===== src/rtl/dmem_arb_pkg.sv =====
// rtl/dmem_arb_pkg.sv - shared owner encodings and default sizes for the data-memory arbiter
//
// Purpose: single place for the owner codes reported on the owner output and
// the default geometry of the 16x16 data memory and the aging threshold.
// Ports: none (package).

package dmem_arb_pkg;

  localparam int DEF_ADDR_W  = 4;
  localparam int DEF_DATA_W  = 16;
  localparam int DEF_AGE_MAX = 7;
  localparam int DEF_AGE_W   = 3;

  typedef enum logic [1:0] {
    OWN_NONE = 2'd0,
    OWN_CPU  = 2'd1,
    OWN_LD   = 2'd2,
    OWN_DSP  = 2'd3
  } owner_e;

endpackage


===== src/rtl/dmem_port_arbiter_if.sv =====
// rtl/dmem_port_arbiter_if.sv - requester and memory bus bundle for the data-memory arbiter
//
// Purpose: groups the three requester handshakes, the shared read-return bus
// and the single-port memory bus into one interface.
// Modports:
//   slave  - the arbiter: takes requests and mem_rdata, drives grants,
//            rvalids, rdata, owner and the memory strobe/address/data.
//   master - the surroundings (CPU MEM stage, loader, scanner, memory):
//            the mirror image of slave.
// Signals:
//   cpu_req/cpu_we/cpu_addr/cpu_wdata -> cpu_gnt, cpu_rvalid
//   ld_req/ld_addr/ld_wdata           -> ld_gnt
//   dsp_req/dsp_addr                  -> dsp_gnt, dsp_rvalid
//   rdata, owner, mem_en/mem_we/mem_addr/mem_wdata out, mem_rdata in

interface dmem_port_arbiter_if
  import dmem_arb_pkg::*;
#(
  parameter int ADDR_W = DEF_ADDR_W,
  parameter int DATA_W = DEF_DATA_W
) ();

  logic              cpu_req;
  logic              cpu_we;
  logic [ADDR_W-1:0] cpu_addr;
  logic [DATA_W-1:0] cpu_wdata;
  logic              cpu_gnt;
  logic              cpu_rvalid;

  logic              ld_req;
  logic [ADDR_W-1:0] ld_addr;
  logic [DATA_W-1:0] ld_wdata;
  logic              ld_gnt;

  logic              dsp_req;
  logic [ADDR_W-1:0] dsp_addr;
  logic              dsp_gnt;
  logic              dsp_rvalid;

  logic [DATA_W-1:0] rdata;
  logic [1:0]        owner;

  logic              mem_en;
  logic              mem_we;
  logic [ADDR_W-1:0] mem_addr;
  logic [DATA_W-1:0] mem_wdata;
  logic [DATA_W-1:0] mem_rdata;

  modport slave (
    input  cpu_req, cpu_we, cpu_addr, cpu_wdata,
    output cpu_gnt, cpu_rvalid,
    input  ld_req, ld_addr, ld_wdata,
    output ld_gnt,
    input  dsp_req, dsp_addr,
    output dsp_gnt, dsp_rvalid,
    output rdata, owner,
    output mem_en, mem_we, mem_addr, mem_wdata,
    input  mem_rdata
  );

  modport master (
    output cpu_req, cpu_we, cpu_addr, cpu_wdata,
    input  cpu_gnt, cpu_rvalid,
    output ld_req, ld_addr, ld_wdata,
    input  ld_gnt,
    output dsp_req, dsp_addr,
    input  dsp_gnt, dsp_rvalid,
    input  rdata, owner,
    input  mem_en, mem_we, mem_addr, mem_wdata,
    output mem_rdata
  );

endinterface


===== src/rtl/req_age_ctr.sv =====
// rtl/req_age_ctr.sv - saturating wait counter with aged flag for one low-priority requester
//
// Purpose: counts the cycles a requester has been waiting with req high and
// no grant; raises aged once the count reaches AGE_MAX so the arbiter can
// promote it above the CPU.
// Ports:
//   Clk   in  clock
//   Clr_n in  synchronous active-low reset
//   req   in  requester's req line
//   gnt   in  requester's grant this cycle
//   aged  out count has reached AGE_MAX

module req_age_ctr
  import dmem_arb_pkg::*;
#(
  parameter int AGE_MAX = DEF_AGE_MAX,
  parameter int AGE_W   = DEF_AGE_W
) (
  input  logic Clk,
  input  logic Clr_n,
  input  logic req,
  input  logic gnt,
  output logic aged
);

  localparam logic [AGE_W-1:0] AGE_SAT = AGE_W'(AGE_MAX);

  logic [AGE_W-1:0] age_q;
  logic [AGE_W-1:0] age_d;

  // A dropped request forfeits its accumulated wait; a grant restarts it.
  always_comb begin
    age_d = age_q;
    if (!req || gnt) begin
      age_d = '0;
    end else if (age_q != AGE_SAT) begin
      age_d = age_q + AGE_W'(1);
    end
  end

  always_ff @(posedge Clk) begin
    if (!Clr_n) begin
      age_q <= '0;
    end else begin
      age_q <= age_d;
    end
  end

  assign aged = (age_q == AGE_SAT);

endmodule


===== src/rtl/dmem_port_arbiter.sv =====
// rtl/dmem_port_arbiter.sv - three-way fixed-priority arbiter with aging for the shared data memory
//
// Purpose: shares one single-port synchronous memory between the CPU MEM
// stage, the switch/button loader (writes) and the display scanner (reads).
// Order, highest first: aged dsp, aged ld, cpu, ld, dsp. Each read grant is
// tagged and returned as an rvalid pulse to its requester one cycle later.
// Ports:
//   Clk   in  clock, all state on the rising edge
//   Clr_n in  synchronous active-low reset
//   bus   slave modport of dmem_port_arbiter_if (requests, grants,
//         rvalids, rdata, owner, memory bus)

module dmem_port_arbiter
  import dmem_arb_pkg::*;
#(
  parameter int ADDR_W  = DEF_ADDR_W,
  parameter int DATA_W  = DEF_DATA_W,
  parameter int AGE_MAX = DEF_AGE_MAX,
  parameter int AGE_W   = DEF_AGE_W
) (
  input  logic                 Clk,
  input  logic                 Clr_n,
  dmem_port_arbiter_if.slave   bus
);

  owner_e            own;
  logic              ld_aged;
  logic              dsp_aged;

  logic              mem_en_s;
  logic              mem_we_s;
  logic [ADDR_W-1:0] mem_addr_s;
  logic [DATA_W-1:0] mem_wdata_s;

  logic              cpu_rvalid_q;
  logic              cpu_rvalid_d;
  logic              dsp_rvalid_q;
  logic              dsp_rvalid_d;

  req_age_ctr #(
    .AGE_MAX (AGE_MAX),
    .AGE_W   (AGE_W)
  ) u_ld_age (
    .Clk   (Clk),
    .Clr_n (Clr_n),
    .req   (bus.ld_req),
    .gnt   (bus.ld_gnt),
    .aged  (ld_aged)
  );

  req_age_ctr #(
    .AGE_MAX (AGE_MAX),
    .AGE_W   (AGE_W)
  ) u_dsp_age (
    .Clk   (Clk),
    .Clr_n (Clr_n),
    .req   (bus.dsp_req),
    .gnt   (bus.dsp_gnt),
    .aged  (dsp_aged)
  );

  // Winner selection. The aged flags lag req by a cycle, so they only count
  // while the requester is still asserting req. Grants are suppressed
  // during reset so nothing issued in a reset cycle can return an rvalid.
  always_comb begin
    own = OWN_NONE;
    if (Clr_n) begin
      if (bus.dsp_req && dsp_aged) begin
        own = OWN_DSP;
      end else if (bus.ld_req && ld_aged) begin
        own = OWN_LD;
      end else if (bus.cpu_req) begin
        own = OWN_CPU;
      end else if (bus.ld_req) begin
        own = OWN_LD;
      end else if (bus.dsp_req) begin
        own = OWN_DSP;
      end
    end
  end

  // Memory bus mux. The loader is write-only and the scanner read-only, so
  // their direction is forced; an idle bus is driven to all zeros.
  always_comb begin
    mem_en_s    = 1'b0;
    mem_we_s    = 1'b0;
    mem_addr_s  = '0;
    mem_wdata_s = '0;
    case (own)
      OWN_CPU: begin
        mem_en_s    = 1'b1;
        mem_we_s    = bus.cpu_we;
        mem_addr_s  = bus.cpu_addr;
        mem_wdata_s = bus.cpu_wdata;
      end
      OWN_LD: begin
        mem_en_s    = 1'b1;
        mem_we_s    = 1'b1;
        mem_addr_s  = bus.ld_addr;
        mem_wdata_s = bus.ld_wdata;
      end
      OWN_DSP: begin
        mem_en_s    = 1'b1;
        mem_we_s    = 1'b0;
        mem_addr_s  = bus.dsp_addr;
        mem_wdata_s = '0;
      end
      default: begin
      end
    endcase
  end

  // Read tags: the memory answers one cycle after the strobe, so the
  // requester that owned a read this cycle sees rvalid next cycle.
  always_comb begin
    cpu_rvalid_d = (own == OWN_CPU) && !bus.cpu_we;
    dsp_rvalid_d = (own == OWN_DSP);
  end

  always_ff @(posedge Clk) begin
    if (!Clr_n) begin
      cpu_rvalid_q <= 1'b0;
      dsp_rvalid_q <= 1'b0;
    end else begin
      cpu_rvalid_q <= cpu_rvalid_d;
      dsp_rvalid_q <= dsp_rvalid_d;
    end
  end

  assign bus.cpu_gnt    = (own == OWN_CPU);
  assign bus.ld_gnt     = (own == OWN_LD);
  assign bus.dsp_gnt    = (own == OWN_DSP);
  assign bus.owner      = own;

  assign bus.mem_en     = mem_en_s;
  assign bus.mem_we     = mem_we_s;
  assign bus.mem_addr   = mem_addr_s;
  assign bus.mem_wdata  = mem_wdata_s;

  assign bus.cpu_rvalid = cpu_rvalid_q;
  assign bus.dsp_rvalid = dsp_rvalid_q;
  assign bus.rdata      = bus.mem_rdata;

endmodule


===== src/flat_wrapper.sv =====
// flat-port wrapper written by rule: the top's interface ports become plain ports
module dmem_port_arbiter_flat import dmem_arb_pkg::*;
#(
  parameter int ADDR_W  = DEF_ADDR_W,
  parameter int DATA_W  = DEF_DATA_W,
  parameter int AGE_MAX = DEF_AGE_MAX,
  parameter int AGE_W   = DEF_AGE_W
)
  (Clk, Clr_n, bus_cpu_req, bus_cpu_we, bus_cpu_addr, bus_cpu_wdata, bus_cpu_gnt, bus_cpu_rvalid, bus_ld_req, bus_ld_addr, bus_ld_wdata, bus_ld_gnt, bus_dsp_req, bus_dsp_addr, bus_dsp_gnt, bus_dsp_rvalid, bus_rdata, bus_owner, bus_mem_en, bus_mem_we, bus_mem_addr, bus_mem_wdata, bus_mem_rdata);
  dmem_port_arbiter_if #(.ADDR_W(ADDR_W), .DATA_W(DATA_W)) bus_i ();
  input  logic Clk;
  input  logic Clr_n;
  input wire logic [$bits(bus_i.cpu_req)-1:0] bus_cpu_req;
  input wire logic [$bits(bus_i.cpu_we)-1:0] bus_cpu_we;
  input wire logic [$bits(bus_i.cpu_addr)-1:0] bus_cpu_addr;
  input wire logic [$bits(bus_i.cpu_wdata)-1:0] bus_cpu_wdata;
  output wire logic [$bits(bus_i.cpu_gnt)-1:0] bus_cpu_gnt;
  output wire logic [$bits(bus_i.cpu_rvalid)-1:0] bus_cpu_rvalid;
  input wire logic [$bits(bus_i.ld_req)-1:0] bus_ld_req;
  input wire logic [$bits(bus_i.ld_addr)-1:0] bus_ld_addr;
  input wire logic [$bits(bus_i.ld_wdata)-1:0] bus_ld_wdata;
  output wire logic [$bits(bus_i.ld_gnt)-1:0] bus_ld_gnt;
  input wire logic [$bits(bus_i.dsp_req)-1:0] bus_dsp_req;
  input wire logic [$bits(bus_i.dsp_addr)-1:0] bus_dsp_addr;
  output wire logic [$bits(bus_i.dsp_gnt)-1:0] bus_dsp_gnt;
  output wire logic [$bits(bus_i.dsp_rvalid)-1:0] bus_dsp_rvalid;
  output wire logic [$bits(bus_i.rdata)-1:0] bus_rdata;
  output wire logic [$bits(bus_i.owner)-1:0] bus_owner;
  output wire logic [$bits(bus_i.mem_en)-1:0] bus_mem_en;
  output wire logic [$bits(bus_i.mem_we)-1:0] bus_mem_we;
  output wire logic [$bits(bus_i.mem_addr)-1:0] bus_mem_addr;
  output wire logic [$bits(bus_i.mem_wdata)-1:0] bus_mem_wdata;
  input wire logic [$bits(bus_i.mem_rdata)-1:0] bus_mem_rdata;
  assign bus_i.cpu_req = bus_cpu_req;
  assign bus_i.cpu_we = bus_cpu_we;
  assign bus_i.cpu_addr = bus_cpu_addr;
  assign bus_i.cpu_wdata = bus_cpu_wdata;
  assign bus_cpu_gnt = bus_i.cpu_gnt;
  assign bus_cpu_rvalid = bus_i.cpu_rvalid;
  assign bus_i.ld_req = bus_ld_req;
  assign bus_i.ld_addr = bus_ld_addr;
  assign bus_i.ld_wdata = bus_ld_wdata;
  assign bus_ld_gnt = bus_i.ld_gnt;
  assign bus_i.dsp_req = bus_dsp_req;
  assign bus_i.dsp_addr = bus_dsp_addr;
  assign bus_dsp_gnt = bus_i.dsp_gnt;
  assign bus_dsp_rvalid = bus_i.dsp_rvalid;
  assign bus_rdata = bus_i.rdata;
  assign bus_owner = bus_i.owner;
  assign bus_mem_en = bus_i.mem_en;
  assign bus_mem_we = bus_i.mem_we;
  assign bus_mem_addr = bus_i.mem_addr;
  assign bus_mem_wdata = bus_i.mem_wdata;
  assign bus_i.mem_rdata = bus_mem_rdata;
  dmem_port_arbiter #(.ADDR_W(ADDR_W), .DATA_W(DATA_W), .AGE_MAX(AGE_MAX), .AGE_W(AGE_W)) u_core (.Clk(Clk), .Clr_n(Clr_n), .bus(bus_i));
endmodule

===== config.mk =====
export PLATFORM = sky130hd
export DESIGN_NAME = dmem_port_arbiter_flat
export DESIGN_NICKNAME = d
export VERILOG_FILES = /design/src/rtl/dmem_arb_pkg.sv /design/src/rtl/dmem_port_arbiter_if.sv /design/src/rtl/req_age_ctr.sv /design/src/rtl/dmem_port_arbiter.sv /design/src/flat_wrapper.sv
export SDC_FILE = /design/constraint.sdc
export NUM_CORES = 1
export LEC_CHECK = 0
export BUFFER_PORTS_ARGS = -buffer_cell sky130_fd_sc_hd__clkbuf_2
export CORE_ASPECT_RATIO = 1.4
export CORE_MARGIN = 2
export CORE_UTILIZATION = 29
export CTS_CLUSTER_DIAMETER = 120
export DETAILED_ROUTE_END_ITERATION = 10
export PLACE_DENSITY = 0.87
export SLEW_MARGIN = 20
export SYNTH_ARGS = -nofsm -noshare
export SYNTH_HDL_FRONTEND = slang
export SYNTH_SLANG_ARGS = --single-unit
export TNS_END_PERCENT = 50

===== constraint.sdc =====
create_clock -name Clk -period 2.1 [get_ports Clk]
set_input_delay 0.21 -clock Clk [delete_from_list [all_inputs] [get_ports Clk]]
set_output_delay 0.21 -clock Clk [all_outputs]
set_load 0.01 [all_outputs]

==> results of run 1 <==
layout make-up:
type,instances,area [sq um]
sequential,8,165
tap,37,46.3
fill,294,1360
clock buffer,3,41.3
inverter,1,3.75
multi-input combinational,79,752
timing repair buffer,93,536
cell families (layout without fill, tap and decap cells):
group	Yosys count	after routing
and+or+nand+nor	40	40
buffers and inverters	22	97
adders and majority gates	10	10
DFF	8	8
muxes	4	4
xor gates and xnor gates	2	2
AOI/OAI and AO/OA	23	23
repair_timing:
| action | CTS | global route |
|---|---|---|
| setup buffers | 4 | 5 |
| pin swaps | 6 | 5 |
| resized for setup | 16 | 31 |
| endpoints found under the setup margin | 23 | 24 |
through the flow:
stage	power (mW)	instance area (sq um)	instances	TNS, ns
floorplan	0.305	957	109	-0.0253
CTS	0.577	1420	216	-4.83
detailed placement	0.373	1280	209	-1.99
global placement	0.368	1280	209	-0.590
global route	0.635	1540	221	-5.37
finish	0.601	1540	221	-3.91
registers in the layout, summed over array words and instances (netlist names):
| register | cells |
|---|---|
| u_core.bus.dsp_rvalid | 1 |
| u_core.u_ld_age.age_q | 3 |
| u_core.bus.cpu_rvalid | 1 |
| u_core.u_dsp_age.age_q | 3 |
worst max-delay path: cells and delay by family, from the launching register on:
family | cells | cell delay [ns]
compound gates | 2 | 0.45
buf+inv | 2 | 0.27
simple gates | 3 | 0.37
flops | 1 | 0.33
fa+ha+maj | 3 | 0.50
per-layer routing:
metal | part of all wire | wire length [um] | track usage
met4 | 0.014 | 46 | 0.0661
met1 | 0.37 | 1210 | 0.205
met5 | 0 | 0 | 0
met3 | 0.071 | 230 | 0.0172
met2 | 0.54 | 1770 | 0.329
power by group:
group | switching, mW | internal, mW
registers | 0.00360 | 0.158
clock network | 0.0589 | 0.124
logic | 0.120 | 0.136
total | 0.183 | 0.418
placed cells by master (no fill, tap or decap), types with 2 or more instances in the layout:
cell type	synthesis	final
dfxtp_2	0	4
buf_6	1	4
and2_4	0	2
clkbuf_2	0	67
nor2b_2	0	5
xor2_1	2	2
a222oi_1	4	4
clkbuf_8	0	3
nor2_1	12	12
dfxtp_1	8	4
ha_4	0	8
a22oi_1	16	8
nand3b_1	2	2
a22oi_2	0	8
buf_2	3	10
buf_8	0	2
nor2b_1	17	12
buf_4	16	10
nand2_1	4	3
mux2i_1	4	4
how the worst max path moves through the flow:
stage | cells after the start | to
2_1_floorplan | 9 | bus_mem_wdata[15]
3_3_place_gp | 9 | bus_mem_addr[2]
3_5_place_dp | 9 | bus_mem_addr[1]
4_1_cts | 8 | bus_mem_wdata[14]
5_1_grt | 10 | bus_mem_addr[1]
6_report | 10 | bus_mem_addr[1]
==> impl_metrics.toml, run 1 <==
[status]
status = "finished, violations left"
violations = "negative setup slack"

[clock_network]
clock_sinks = 8
clock_path_buffers = 2
cts_hold_buf = 0
clk_pin_slew_worst_paths_ns = 0.04
cts_tree = "done"
h-tree-depth = 1
numCtsBuffers = 3
clkLatencyLatePin_ns = 0.23
cts-root-buf = "clkbuf_8"

[logic_synthesis]
synthAdderAreaFrac = 0.140
synth_compound_area_frac = 0.204
syn_nets = 185
synth_seq_cells = 8
synth_top_cell_area_share = 0.180
yosys-top-cells-area = "dfxtp_1, ha_1, a22oi_1"
synth_common_cells = "nor2b_1, a22oi_1, buf_4"
synth_area_sq_um = 891
yosysSeqAreaShare = 0.180
syn_avg_cell_area_sq_um = 8.17
syn-instance-count = 109
synth-edff-count = 0
muxShareOfSynthArea = 0.0449
synthFlopType = "dfxtp_1"
synth_most_common_cell = "nor2b_1"
async_reset_ff_frac = 0
synth-simple-area-share = 0.239
synth_area_leader_cell = "dfxtp_1"
ys_warn_count = 0
synth-xor-area-share = 0.0197
yosys.cell_types.count = 21
synth_top_family_by_area = "simple AND/OR/NAND/NOR gates"

[critical_path]
r2r_cells = 8
r2r_slack_ns = 0.31
rr_endpoint = "u_core.u_dsp_age.age_q[0]"
cp.required_ns = 1.89
cpPeakStageDelay_ns = 0.33
critical_path.startpoint = "u_core.u_dsp_age.age_q[0]"
critPathLaunchType = "register"
cpMostUsedCell = "ha_4"
worstPathMaxFanout = 6
crit_type = "reg -> out"
rr_startpoint = "u_core.u_dsp_age.age_q[0]"
slowest_stage = "dfxtp_2"
critPathCaptureType = "output pin"
path_cells = "ha_4, ha_4, nand2b_4, a22o_1, and2_4, ha_4, buf_6, a222oi_1, nor2_1, clkbuf_2"
arrival_ns = 2.15

[drt]
ant_nets = 0
vias_per_cell = 4.94
drcViolationCount = 0
wl_per_cell_um = 14.7
drtIter0Drc = 23
wl_mm = 3.26
via_count = 1091
firstDrtPassIters = 5

[timing]
skew_ns = 0.00135
finalCritPeriodShare = 1.12
rsz0062_at_grt = "true"
period_needed_ns = 2.36
setup_viol = 21
fmax_mhz = 424
drv_slew = 0
tightest_slew_ns = 0.317
whs_ns = 0.150
hold_viol = 0
setup_slack_ns = -0.260
slew_headroom = 0.789

[floorplanning]
die_area_sq_mm = 0.00354
fp.dieW_um = 50.8
boundaryPins = 111
start_util = 0.307
die_y_um = 69.6
core_area_sq_mm = 0.00291
rows = 23

[finish]
areaGrowthSynthToFinish_pct = 73.3
diodes = 0
final_nets = 262
drive_gt1_frac = 0.690
fin_util = 0.531

[worst_hold_path]
hold_path_class = "in -> reg"
min_from = "bus_cpu_we"
hold_depth = 2
hold_end = "u_core.bus.cpu_rvalid"

[grt]
grt_pass1_vias = 1059
antenna_found_initial = 0
grt_pass1_wl_mm = 4.88
grt_usage = 0.179
grt_max_degree = 18
overflow = 0

[placed_design]
dp_worst_setup_slack_ns = -0.130
hpwlAfterDp_mm = 2.34
portBuffers = 78
gp_congestion = 0.794

[pwr]
peakVddDrop_uv = 478
p_per_area_mw_per_mm2 = 389
leakagePower_nw = 0.750

[run]
maxCapViolations = 0
Power figures use the tool's default switching activity.
==> run 2: changes to the inputs <==
--- a/config.mk
+++ b/config.mk
@@ -15,5 +15,6 @@
 export SLEW_MARGIN = 20
 export SYNTH_ARGS = -nofsm -noshare
 export SYNTH_HDL_FRONTEND = slang
+export SYNTH_HIERARCHICAL = 1
 export SYNTH_SLANG_ARGS = --single-unit
 export TNS_END_PERCENT = 50
==> impl_metrics.toml, run 2 <==
[critical_path]
worstPathMaxFanout = 6
r2r_slack_ns = 0.11
rr_endpoint = "u_core/u_ld_age/age_q[1]"
rr_startpoint = "u_core/u_dsp_age/age_q[1]"
critical_path.startpoint = "u_core/u_dsp_age/age_q[1]"
arrival_ns = 2.21
r2r_cells = 11
critPathCaptureType = "output pin"
cp.required_ns = 1.89
slowest_stage = "dfxtp_2"
crit_type = "reg -> out"
cpMostUsedCell = "ha_4"
path_cells = "ha_4, ha_4, nand2b_4, a22o_1, and2_4, ha_4, buf_4, a222oi_1, nor2_1, clkbuf_2"
critPathLaunchType = "register"
cpPeakStageDelay_ns = 0.33
worstSetupEndpoint = "bus_mem_addr[0]"

[drt]
vias_per_cell = 4.82
drcViolationCount = 0
wl_per_cell_um = 13.6
ant_nets = 0
wl_mm = 3.10
firstDrtPassIters = 4
via_count = 1099
drtIter0Drc = 30

[floorplanning]
rows = 24
fp.dieW_um = 51.2
boundaryPins = 111
core_area_sq_mm = 0.00306
start_util = 0.296
die_area_sq_mm = 0.00359
die_y_um = 70.1

[clock_network]
h-tree-depth = 1
clock_path_buffers = 2
clkLatencyLatePin_ns = 0.23
numCtsBuffers = 3
cts_tree = "done"
cts-root-buf = "clkbuf_8"
cts_hold_buf = 0
clk_pin_slew_worst_paths_ns = 0.04
clock_sinks = 8

[finish]
areaGrowthSynthToFinish_pct = 85.2
diodes = 0
final_cell_mix = "clkbuf_2, nor2b_1, buf_4"
reg.largest.list = "u_core/u_dsp_age/age_q: 3 flops, u_core/u_ld_age/age_q: 3 flops"
drive_gt1_frac = 0.693
final_nets = 268
final_common_cell = "clkbuf_2"
nFillCells = 306
fin_util = 0.548
final_design_area_no_fill_sq_mm = 0.00168

[logic_synthesis]
synth_area_leader_cell = "dfxtp_1"
synth_most_common_cell = "nor2b_1"
async_reset_ff_frac = 0
yosys-top-cells-area = "dfxtp_1, ha_1, a22oi_1"
synth_seq_cells = 8
synth-edff-count = 0
yosysSeqAreaShare = 0.177
synth_top_cell_area_share = 0.177
syn-instance-count = 109
synth_area_sq_um = 906
synthFlopType = "dfxtp_1"
syn_nets = 186
ys_warn_count = 6
yosys.cell_types.count = 19
synth_common_cells = "nor2b_1, a22oi_1, buf_4"
syn_avg_cell_area_sq_um = 8.31

[status]
status = "finished, violations left"
violations = "negative setup slack"

[grt]
grt_pass1_wl_mm = 4.64
grt_usage = 0.166
overflow = 0
grt_max_degree = 18
grt_pass1_vias = 1089
antenna_found_initial = 0

[placed_design]
placed_area_sq_mm = 0.00128
gp_congestion = 0.731
hpwlAfterDp_mm = 1.99
dp_worst_setup_slack_ns = -0.219
portBuffers = 78

[timing]
finalCritPeriodShare = 1.15
setup_slack_ns = -0.319
fmax_mhz = 413
fin_setup_tns_ns = -4.95
slew_headroom = 0.789
tightest_slew_ns = 0.315
period_needed_ns = 2.42
hold_viol = 0
setup_viol = 22
drv_slew = 0
skew_ns = 0.000762
rsz0062_at_grt = "true"

[worst_hold_path]
hold_path_class = "in -> reg"
hold_depth = 2
min_from = "bus_cpu_we"

[pwr]
leakagePower_nw = 0.806
p_per_area_mw_per_mm2 = 384
peakVddDrop_uv = 318

[run]
maxCapViolations = 0
[run 2: final cells by class]
type	count	area [sq um]	area share
clock buffer	3	41.3	0.0246
tap	39	48.8	0.0291
timing repair buffer	97	616	0.367
inverter	1	3.75	0.00224
sequential	8	165	0.0984
multi-input combinational	80	803	0.479
[run 2: repair_timing]
item                                    CTS  global route
pin swaps                                15             3
gates resized for setup                  34            14
cloned                                    1             1
setup buffers                             9             2
endpoints found under the setup margin   24            25
[run 2: worst min-delay path by stage]
stage | endpoint | slack [ns]
finish | u_core/bus.cpu_rvalid | 0.16
global route | u_core/bus.cpu_rvalid | 0.17
CTS | u_core/bus.cpu_rvalid | 0.15
detailed placement | u_core/bus.cpu_rvalid | 0.40
global placement | u_core/bus.cpu_rvalid | 0.39
floorplan | u_core/bus.cpu_rvalid | 0.28
[run 2: metrics by stage]
stage,power [mW],hold WS [ns],std cells
floorplan,0.308,0.282,109
finish,0.644,0.157,228
detailed placement,0.380,0.397,212
CTS,0.638,0.152,225
global route,0.689,0.170,228
global placement,0.375,0.395,212
[run 2: kinds of logic after synthesis]
kind of cell | share of synthesized area
adder cells (fa/ha/maj) | 0.152
flip-flops | 0.177
buffers and inverters | 0.167
AND/OR/NAND/NOR | 0.240
multiplexers | 0.0442
AO/OA/AOI/OAI | 0.200
XOR/XNOR | 0.0193
[run 2: per-layer routing]
metal / global-route usage / vias up / share of wire
li1: - / 537 / -
met1: 0.168 / 516 / 0.37
met2: 0.322 / 42 / 0.56
met3: 0.0235 / 4 / 0.067
met4: 0.0673 / 0 / 0.0029
met5: 0 / - / 0
[run 2: power by group]
| part | total [mW] | internal [mW] | switching [mW] |
|---|---|---|---|
| sequential | 0.163 | 0.158 | 0.00408 |
| clock | 0.182 | 0.124 | 0.0582 |
| combinational | 0.300 | 0.168 | 0.132 |
| total | 0.644 | 0.450 | 0.194 |
[run 2: critical path: cells and delay by family, from the launching register on]
family          cells  cell delay, ns
flops               1            0.33
fa+ha+maj           3            0.50
buf+inv             2            0.27
compound gates      2            0.51
simple gates        3            0.37
